--- src/rtl/display_pkg.sv ---
// Shared types and constants for the display scan controller.
// next_idx() finds the next enabled digit above cur, wrapping 3->0.
package display_pkg;

  typedef enum logic [1:0] {
    StIdle,
    StBlank,
    StShow
  } scan_state_e;

  localparam logic [1:0] PD = 2'd0;
  localparam logic [1:0] PU = 2'd1;
  localparam logic [1:0] TD = 2'd2;
  localparam logic [1:0] TU = 2'd3;

  localparam int unsigned BlankCycDefault = 4;

  // Scans cur+4 down to cur+1 so the nearest enabled index is the last one kept.
  function automatic logic [1:0] next_idx(input logic [1:0] cur, input logic [3:0] mask);
    logic [1:0] res;
    logic [1:0] cand;
    res = cur;
    for (int i = 4; i >= 1; i--) begin
      cand = cur + 2'(i);
      if (mask[cand]) res = cand;
    end
    return res;
  endfunction

endpackage

--- src/rtl/display_scan_ctrl_if.sv ---
// Control and display-drive bundle of the scan controller.
// master drives the scan controls; slave is the controller itself.
interface display_scan_ctrl_if #(
  parameter int unsigned DIV_W = 16
);
  logic             en;
  logic [DIV_W-1:0] div_cfg;
  logic [3:0]       digit_mask;
  logic [15:0]      data_in;
  logic             load;
  logic [1:0]       sel;
  logic [3:0]       digit_n;
  logic [3:0]       nibble;
  logic             blank;
  logic             frame_done;

  modport master (
    output en, div_cfg, digit_mask, data_in, load,
    input  sel, digit_n, nibble, blank, frame_done
  );

  modport slave (
    input  en, div_cfg, digit_mask, data_in, load,
    output sel, digit_n, nibble, blank, frame_done
  );
endinterface

--- src/rtl/scan_prescaler.sv ---
// Loadable down-counter shared by the blank and show dwells.
// tc is high while the count sits at zero.
module scan_prescaler #(
  parameter int unsigned Width = 16
) (
  input  logic             clk,
  input  logic             rst,
  input  logic             load,
  input  logic [Width-1:0] load_val,
  output logic             tc
);
  logic [Width-1:0] cnt_q;

  always_ff @(posedge clk or posedge rst) begin
    if (rst) begin
      cnt_q <= '0;
    end else if (load) begin
      cnt_q <= load_val;
    end else if (cnt_q != '0) begin
      cnt_q <= cnt_q - Width'(1);
    end
  end

  assign tc = (cnt_q == '0);
endmodule

--- src/rtl/display_scan_ctrl.sv ---
// Four-digit multiplexed display scanner: blank dead-time, then a per-digit dwell.
// All outputs are registered copies of the next-state decode.
module display_scan_ctrl import display_pkg::*; #(
  parameter int unsigned DIV_W     = 16,
  parameter int unsigned BLANK_CYC = BlankCycDefault
) (
  input logic                clk,
  input logic                rst,
  display_scan_ctrl_if.slave bus
);
  localparam logic [DIV_W-1:0] BlankLoad = DIV_W'(BLANK_CYC - 1);

  scan_state_e state_q, state_d;
  logic [1:0]  idx_q, idx_d;
  logic [15:0] pending_q, active_q, active_d;
  logic [3:0]  digit_n_q, digit_n_d;
  logic [3:0]  nibble_q, nibble_d;
  logic        blank_q, blank_d;
  logic        frame_done_q, frame_done_d;
  logic        pre_load, pre_tc;
  logic [DIV_W-1:0] pre_val;
  logic [1:0]  nxt;

  scan_prescaler #(
    .Width(DIV_W)
  ) u_prescaler (
    .clk     (clk),
    .rst     (rst),
    .load    (pre_load),
    .load_val(pre_val),
    .tc      (pre_tc)
  );

  always_comb begin
    state_d      = state_q;
    idx_d        = idx_q;
    active_d     = active_q;
    pre_load     = 1'b0;
    pre_val      = '0;
    frame_done_d = 1'b0;
    nxt          = next_idx(idx_q, bus.digit_mask);
    if (!bus.en || bus.digit_mask == 4'b0000) begin
      state_d = StIdle;
      idx_d   = PD;
    end else begin
      case (state_q)
        StIdle: begin
          state_d  = StBlank;
          idx_d    = next_idx(TU, bus.digit_mask);
          active_d = pending_q;
          pre_load = 1'b1;
          pre_val  = BlankLoad;
        end
        StBlank: begin
          if (pre_tc) begin
            state_d  = StShow;
            pre_load = 1'b1;
            pre_val  = bus.div_cfg;
          end
        end
        StShow: begin
          if (pre_tc) begin
            state_d  = StBlank;
            idx_d    = nxt;
            pre_load = 1'b1;
            pre_val  = BlankLoad;
            // Not moving upward means the frame wrapped (a lone digit wraps onto itself).
            if (nxt <= idx_q) begin
              frame_done_d = 1'b1;
              active_d     = pending_q;
            end
          end
        end
        default: begin
          state_d = StIdle;
          idx_d   = PD;
        end
      endcase
    end

    digit_n_d = 4'hF;
    nibble_d  = 4'h0;
    blank_d   = 1'b1;
    if (state_d == StShow) begin
      digit_n_d = ~(4'b0001 << idx_d);
      nibble_d  = active_d[{idx_d, 2'b00} +: 4];
      blank_d   = 1'b0;
    end
  end

  always_ff @(posedge clk or posedge rst) begin
    if (rst) begin
      state_q      <= StIdle;
      idx_q        <= PD;
      pending_q    <= '0;
      active_q     <= '0;
      digit_n_q    <= 4'hF;
      nibble_q     <= 4'h0;
      blank_q      <= 1'b1;
      frame_done_q <= 1'b0;
    end else begin
      state_q      <= state_d;
      idx_q        <= idx_d;
      active_q     <= active_d;
      digit_n_q    <= digit_n_d;
      nibble_q     <= nibble_d;
      blank_q      <= blank_d;
      frame_done_q <= frame_done_d;
      if (bus.load) pending_q <= bus.data_in;
    end
  end

  assign bus.sel        = idx_q;
  assign bus.digit_n    = digit_n_q;
  assign bus.nibble     = nibble_q;
  assign bus.blank      = blank_q;
  assign bus.frame_done = frame_done_q;
endmodule

--- src/flat_wrapper.sv ---
// flat-port wrapper written by rule: the top's interface ports become plain ports
module display_scan_ctrl_flat import display_pkg::*;
#(
  parameter int unsigned DIV_W     = 16,
  parameter int unsigned BLANK_CYC = BlankCycDefault
)
  (clk, rst, bus_en, bus_div_cfg, bus_digit_mask, bus_data_in, bus_load, bus_sel, bus_digit_n, bus_nibble, bus_blank, bus_frame_done);
  display_scan_ctrl_if #(.DIV_W(DIV_W)) bus_i ();
  input logic clk;
  input logic rst;
  input wire logic [$bits(bus_i.en)-1:0] bus_en;
  input wire logic [$bits(bus_i.div_cfg)-1:0] bus_div_cfg;
  input wire logic [$bits(bus_i.digit_mask)-1:0] bus_digit_mask;
  input wire logic [$bits(bus_i.data_in)-1:0] bus_data_in;
  input wire logic [$bits(bus_i.load)-1:0] bus_load;
  output wire logic [$bits(bus_i.sel)-1:0] bus_sel;
  output wire logic [$bits(bus_i.digit_n)-1:0] bus_digit_n;
  output wire logic [$bits(bus_i.nibble)-1:0] bus_nibble;
  output wire logic [$bits(bus_i.blank)-1:0] bus_blank;
  output wire logic [$bits(bus_i.frame_done)-1:0] bus_frame_done;
  assign bus_i.en = bus_en;
  assign bus_i.div_cfg = bus_div_cfg;
  assign bus_i.digit_mask = bus_digit_mask;
  assign bus_i.data_in = bus_data_in;
  assign bus_i.load = bus_load;
  assign bus_sel = bus_i.sel;
  assign bus_digit_n = bus_i.digit_n;
  assign bus_nibble = bus_i.nibble;
  assign bus_blank = bus_i.blank;
  assign bus_frame_done = bus_i.frame_done;
  display_scan_ctrl #(.DIV_W(DIV_W), .BLANK_CYC(BLANK_CYC)) u_core (.clk(clk), .rst(rst), .bus(bus_i));
endmodule
--- config.mk ---
export PLATFORM = sky130hd
export DESIGN_NAME = display_scan_ctrl_flat
export DESIGN_NICKNAME = d
export VERILOG_FILES = /design/src/rtl/display_pkg.sv /design/src/rtl/display_scan_ctrl_if.sv /design/src/rtl/scan_prescaler.sv /design/src/rtl/display_scan_ctrl.sv /design/src/flat_wrapper.sv
export SDC_FILE = /design/constraint.sdc
export NUM_CORES = 1
export LEC_CHECK = 0
export ABC_AREA = 1
export BUFFER_PORTS_ARGS = -buffer_cell sky130_fd_sc_hd__buf_2
export CORE_ASPECT_RATIO = 1.2
export CORE_MARGIN = 2
export CORE_UTILIZATION = 48
export DETAILED_ROUTE_END_ITERATION = 8
export HOLD_SLACK_MARGIN = 0.05
export MAX_ROUTING_LAYER = met4
export PLACE_DENSITY = 0.75
export SYNTH_ARGS = -nofsm -noshare
export SYNTH_HDL_FRONTEND = slang
export SYNTH_SLANG_ARGS = --single-unit
--- constraint.sdc ---
create_clock -name clk -period 6.91 [get_ports clk]
set_input_delay 0.691 -clock clk [delete_from_list [all_inputs] [get_ports clk]]
set_output_delay 0.691 -clock clk [all_outputs]
set_load 0.02 [all_outputs]
# After elaboration in Yosys (flattened, before gate mapping)
# Cells that the tools add are included.
# W data, S select, Z words.
# word_totals
reg_bits	62
input_bits	40
output_inout_bits	12
elab_cells	70
# classes
n_addsub	4
n_lt_le_gt_ge	4
n_eq_ne	3
shifts	2
muxes	39
n_bitwise	1
n_reduce_logical	8
# ops
op	count
$mux W16	7
$pmux W16 S3	1
$pmux W16 S2	1
$mux W2	11
$logic_not A16 Y1	1
$reduce_bool A16 Y1	1
$shiftx A16 B5 Y4	1
$sub A16 B1 Y16 const B	1
$pmux W2 S3	2
$mux W1	11
$lt A2 B3 Y1 const B	3
$mux W4	2
$bmux W1 S2	3
$add A2 B2 Y2 const B	2
$eq A2 B2 Y1 const B	2
$logic_not A4 Y1	1
$not A4 Y4	1
$shl A1 B2 Y4 const A	1
$add A2 B1 Y2 const B	1
$eq A2 B1 Y1 const B	1
$le A2 B2 Y1	1
$logic_not A2 Y1	1
$pmux W1 S2	1
$reduce_bool A2 Y1	1
3 further kinds	3

# Logic depth before layout (Yosys ltp)
# depth
depth_word	13
depth_mapped	30

# Hierarchy
# From an unflattened synthesis, not the netlist that was laid out.
# hier_totals
cells_unflattened	477
hier_area_um2	3631.0
# modules_own_cells
mod	instances	cells_each	area_each_um2	seq_area_each_um2
display_scan_ctrl	1	308	2417.3	1157.4
scan_prescaler	1	169	1213.7	400.4

# Worst setup path after synthesis
# Ideal clock, no wire load.
# synth_timing
path_type	input port to flip-flop
start	input port bus_digit_mask[3]
end	register u_core.nibble_q[0] (netlist: u_core.bus.nibble[0])
t_arrival_ns	2.648
slack_ns	4.146
path_stages	26
n_path_buf	1
cell_sequence	inv_1 > nand2_1 > nand3_1 > nand2_1 > inv_1 > nand2_1 > nand2_1 > nand2_1 > nand2_2 > inv_1 > ha_1 > nand2_1 > nand2_1 > buf_2 > nand2_1 > nand2_1 > nand2_1 > nand2_1 > nand2_1 > nand2_1 > nand2_1 > nand2_1 > nand4_1 > nand2_1 > nor2_1 > nor2_1
# synth_between
elab_chain_len	12
# synth_lines
item	line_no	text
from (decl)	flat_wrapper.sv:13	input wire logic [$bits(bus_i.digit_mask)-1:0] bus_digit_mask;
$bmux W1 S2	display_pkg.sv:25	if (mask[cand]) res = cand;
$mux W1 (implied by the code)	display_pkg.sv:25	
$mux W2 (3 in a row)	display_pkg.sv:25	
$le A2 B2 Y1	display_scan_ctrl.sv:68	if (nxt <= idx_q) begin
$mux W16	display_scan_ctrl.sv:68	
$mux W16	display_scan_ctrl.sv:62	if (pre_tc) begin
$pmux W16 S2	display_scan_ctrl.sv:46	case (state_q)
$mux W16 *	display_scan_ctrl.sv:42	if (!bus.en || bus.digit_mask == 4'b0000) begin
net u_core.active_d[12]	display_scan_ctrl.sv:15	logic [15:0] pending_q, active_q, active_d;
$shiftx A16 B5 Y4 *	display_scan_ctrl.sv:86	nibble_d = active_d[{idx_d, 2'b00} +: 4];
$mux W4 *	display_scan_ctrl.sv:84	if (state_d == StShow) begin
net u_core.nibble_d[0]	display_scan_ctrl.sv:17	logic [3:0] nibble_q, nibble_d;
to (signal assigned)	display_scan_ctrl.sv:106	nibble_q <= nibble_d;
to (decl)	display_scan_ctrl.sv:17	
# Mark *: on every way through the listed nets, which the timed path passes. The rest lies on a longest branch. The select of a mux whose other input is x is not followed.
# A chain may end at the register's enable or synchronous reset.

# Final worst setup path
# layout_timing
start	register u_core.idx_q[0] (netlist: u_core.bus.sel[0])
end	register u_core.nibble_q[1] (netlist: u_core.bus.nibble[1])
# layout_between
elab_chain_len	13
# layout_lines
item	line_no	text
from (decl)	display_scan_ctrl.sv:14	logic [1:0] idx_q, idx_d;
from (signal assigned)	display_scan_ctrl.sv:103	idx_q <= idx_d;
$add A2 B2 Y2	display_pkg.sv:24	cand = cur + 2'(i);
$bmux W1 S2	display_pkg.sv:25	
$mux W1 (implied by the code)	display_pkg.sv:25	
$mux W2 (3 in a row)	display_pkg.sv:25	
$le A2 B2 Y1 *	display_scan_ctrl.sv:68	
$mux W16 *	display_scan_ctrl.sv:68	
$mux W16 *	display_scan_ctrl.sv:62	
$pmux W16 S2 *	display_scan_ctrl.sv:46	
$mux W16 *	display_scan_ctrl.sv:42	
net u_core.active_d[9]	display_scan_ctrl.sv:15	
$shiftx A16 B5 Y4 *	display_scan_ctrl.sv:86	
$mux W4 *	display_scan_ctrl.sv:84	
net u_core.nibble_d[1]	display_scan_ctrl.sv:17	
# Marks and branches as above.

==> summary.md <==
| Metric | Value |
|---|---|
| Core ar. | `8060 sq um` |
| Initial antenna violation count | `0` |
| Crit-path slowest cell | `dfrtp_1` |
| LEAKAGE | `roughly 0.0024 uW` |
| Total setup buffers inserted after CTS | `0` |
| Status | `finished, final reports clean` |
| Final period util | `a little over half` |
| Total Routing Usage GR | `24.3%` |
| Clock Sinks | `between 60 and 70` |
| Mean Syn Cell Area | `7.37 sq um` |
| Worst path max stage delay | `0.62 ns` |
| Initial DRT Pass Iterations | `5` |
| Syn Inst Count | `538` |
| Worst setup EP type | `flop` |
| CP Launch Type | `flop` |
| Residual DRC | `0` |
| CTS Buf Count | `9` |
| Vias per cell | `5.44` |
| Total Wirelength | `9.93 mm` |
| Reg2reg path depth | `21` |
| Initial Util | `49.2%` |
| Worst Max-Slew Pin Slew | `between 1 and 1.5 ns` |
| Cts repair resizes | `0` |
| Area growth, synth to finish | `11.5%` |
| Routability cong. | `0.928` |
| Via count | `3708` |
| Total I/O pin count | `52` |
| Largest net degree at the start of global routing | `63` |
| Min-delay src | `u_core.active_q[6]` |
| Num rows | `36` |
| Synth area leaders | `dfrtp_1 36%, nand2_1 21%, nand3_1 5.2%` |
| WP data arrival | `3.93 ns` |
| CTS tree | `yes` |
| Layout Nets | `630` |
| H-tree lvl count | `3` |
| Fin Clk Skew | `about 0.011 ns` |
| Port Buffers | `51` |
| Crit path max fanout | `17` |
| First-pass GRT wire length | `16.8 mm` |
| Mapped Area | `3970 sq um` |
| Worst path cell trace | `inv_4 > nand2_1 > nand2_1 > nand2_1 > nand2_1 > inv_1 > nand2_1 > a21boi_0 > ha_1 > nand2_1 > nand2_1 > nand2_1 > nand2_1 > nand2_1 > nand2_1 > a22oi_1 > o21ai_0 > nand2_1 > nand2_1 > nor2_1 > nor2_1` |
| Unrepaired setup endpoints after global routing | `no` |
| Ant diodes | `0` |
| MaxCap Viol Count | `0` |
| GRT overflow | `0` |
| Crit path depth | `21` |
| Worst path most repeated cell | `nand2_1` |
| Hold/Removal Path Class | `reg2reg` |
| DR WL/cell | `14.6 um` |
| Setup TNS | `0 ns` |
| Required time of the critical path | `~7.2 ns` |
| WHS | `0.539 ns` |
| Vias in the first global route | `~3500` |
| Pwr/cell area | `312 nW/um^2` |
| Fmax | `272 MHz` |
| Worst-path clk slew | `0.07 ns` |
| Clock Latency Late Sink | `0.36 ns` |
| Final hold vios | `0` |
| Number of flops mapped to enable cells by yosys | `0` |
| Synth top area share | `36.0%` |
| Hold worst-path end | `u_core.active_q[6]` |
| Critical path type | `reg2reg` |
| Top cells by count, synth | `220 x nand2_1, 57 x dfrtp_1, 41 x nand3_1, 32 x inv_1, 32 x nor2_1` |
| Yosys warning count | `0` |
| Placed cells | `between 600 and 700` |
| Layout cell share with drive strength beyond 1 | `between 20 and 25%` |
| Slew margin rel. | `19.2%` |
| CTS Hold Bufs | `0` |
| Vert. Die Dim | `104 um` |
| Clock Tree Root | `clkbuf_8` |
| WP buf/inv | `2` |
| Max Slew Vio Count | `0` |
| Top-count cell post-synth | `nand2_1` |
| Worst vdd ir | `0.000113 V` |
| Top delay family on crit path | `simple AND/OR/NAND/NOR gates` |
| Fraction of registers with async set/reset | `100%` |
| Most used flip-flop cell after synthesis | `dfrtp_1` |
| Synth area leader | `dfrtp_1` |
| Horiz. Die Dim | `slightly below 90 um` |
| Number of library cell types mapped by synthesis | `40` |
| Final setup violation count | `0` |
| WHS Path Cells | `2` |
| HPWL after DPL | `~6.9 mm` |
| Max Root-Sink Buffers | `2` |
| Net count after synthesis | `~600` |
| Non-Filler Instances | `682` |
| Setup slack, reg-to-reg | `around 3.2 ns` |
| Flop and latch count out of synthesis | `62` |
| Initial DRC Count | `about 330` |
| R2r startpoint | `u_core.bus.sel[0]` |
| Min Tclk post-route | `3.68 ns` |
| Post-synthesis sequential area ratio | `around two fifths` |
| Routed Antenna Nets | `0` |
| Worst R2R End | `u_core.bus.nibble[1]` |
| Total die area | `9010 sq um` |
==> final cells by class <==
| class | instances | area (sq um) |
|---|---|---|
| well taps | 95 | 119 |
| clock buffers | 10 | 138 |
| clock inverters | 5 | 50.0 |
| flip-flops and latches | 62 | 1560 |
| multi-input cells | 414 | 2130 |
| repair buffers | 52 | 263 |
| inverters | 44 | 170 |
| fillers | 738 | 3640 |
==> cell usage in the layout (no fill, tap or decap), types with 2 or more instances in the layout <==
cell type and instances:
nand2_1 220, dfrtp_1 57, buf_2 51, nand3_1 41, nor2_1 32, inv_1 31, o21ai_0 16, nand2_2 13
mux2_2 12, a21oi_1 12, inv_2 11, nand4_1 10, clkbuf_8 10, xor2_1 7, ha_1 7, nor2_2 5
o21ai_1 5, dfstp_2 5, nand2_4 4, nor2_4 4, a22oi_1 4, clkinv_2 4, nand3_2 3, a32oi_1 3
inv_4 2, nor2_8 2, nand3_4 2, or2_2 2, a31oi_1 2
==> power by group <==
group          switching (uW)  internal, uW
clock                     149           172
combinational             364           189
sequential               68.1           437
==> worst max-delay path by stage <==
stage                            startpoint                   end
after floorplan           bus_digit_mask[3]  u_core.bus.nibble[0]
after global placement    bus_digit_mask[3]  u_core.bus.nibble[1]
after detailed placement  bus_digit_mask[3]  u_core.bus.nibble[1]
after CTS                 u_core.bus.sel[0]  u_core.bus.nibble[1]
after global routing      u_core.bus.sel[0]  u_core.bus.nibble[2]
final                     u_core.bus.sel[0]  u_core.bus.nibble[1]
==> worst min-delay path, delay by kind of cell (launching register included) <==
family / cells / cell delay, ns
DFF: 1 / 0.36
and+or+nand+nor: 2 / 0.14
==> layer usage <==
layer	track usage, %	part of all wire (%)	vias to the layer above	wire, um
met5	-	0	-	0
met4	8.93	1.8	0	182
met3	4.14	6.1	19	608
met2	37.7	50	143	4980
met1	31.7	42	1735	4160
li1	-	-	1811	-
==> flip-flops by register name (all words and copies together), names as in the netlist <==
signal / flops
u_core.bus.sel: 2
u_core.pending_q: 16
u_core.u_prescaler.cnt_q: 16
u_core.bus.blank: 1
u_core.active_q: 16
u_core.state_q: 2
u_core.bus.digit_n: 4
u_core.bus.frame_done: 1
u_core.bus.nibble: 4
==> per-stage QoR <==
step	instance area [sq um]	total power (uW)	utilization (%)	setup slack (ns)
4_1_cts	4420	1380	54.9	3.30
2_1_floorplan	3970	940	-	4.15
5_1_grt	4420	1480	54.9	2.83
3_3_place_gp	4240	1030	52.5	3.27
6_report	4420	1380	54.9	3.23
3_5_place_dp	4240	1050	52.5	3.16
==> logic make-up (layout without fill, tap and decap cells) <==
kind of cell,after synthesis,after routing,synth area share (%)
XOR/XNOR,8,8,1.77
AO/OA/AOI/OAI,45,45,6.53
buffers and inverters,62,111,7.16
AND/OR/NAND/NOR,342,342,39.7
flip-flops,62,62,39.3
adder cells (fa/ha/maj),7,7,2.21
multiplexers,12,12,3.41
Power figures use the tool's default switching activity.
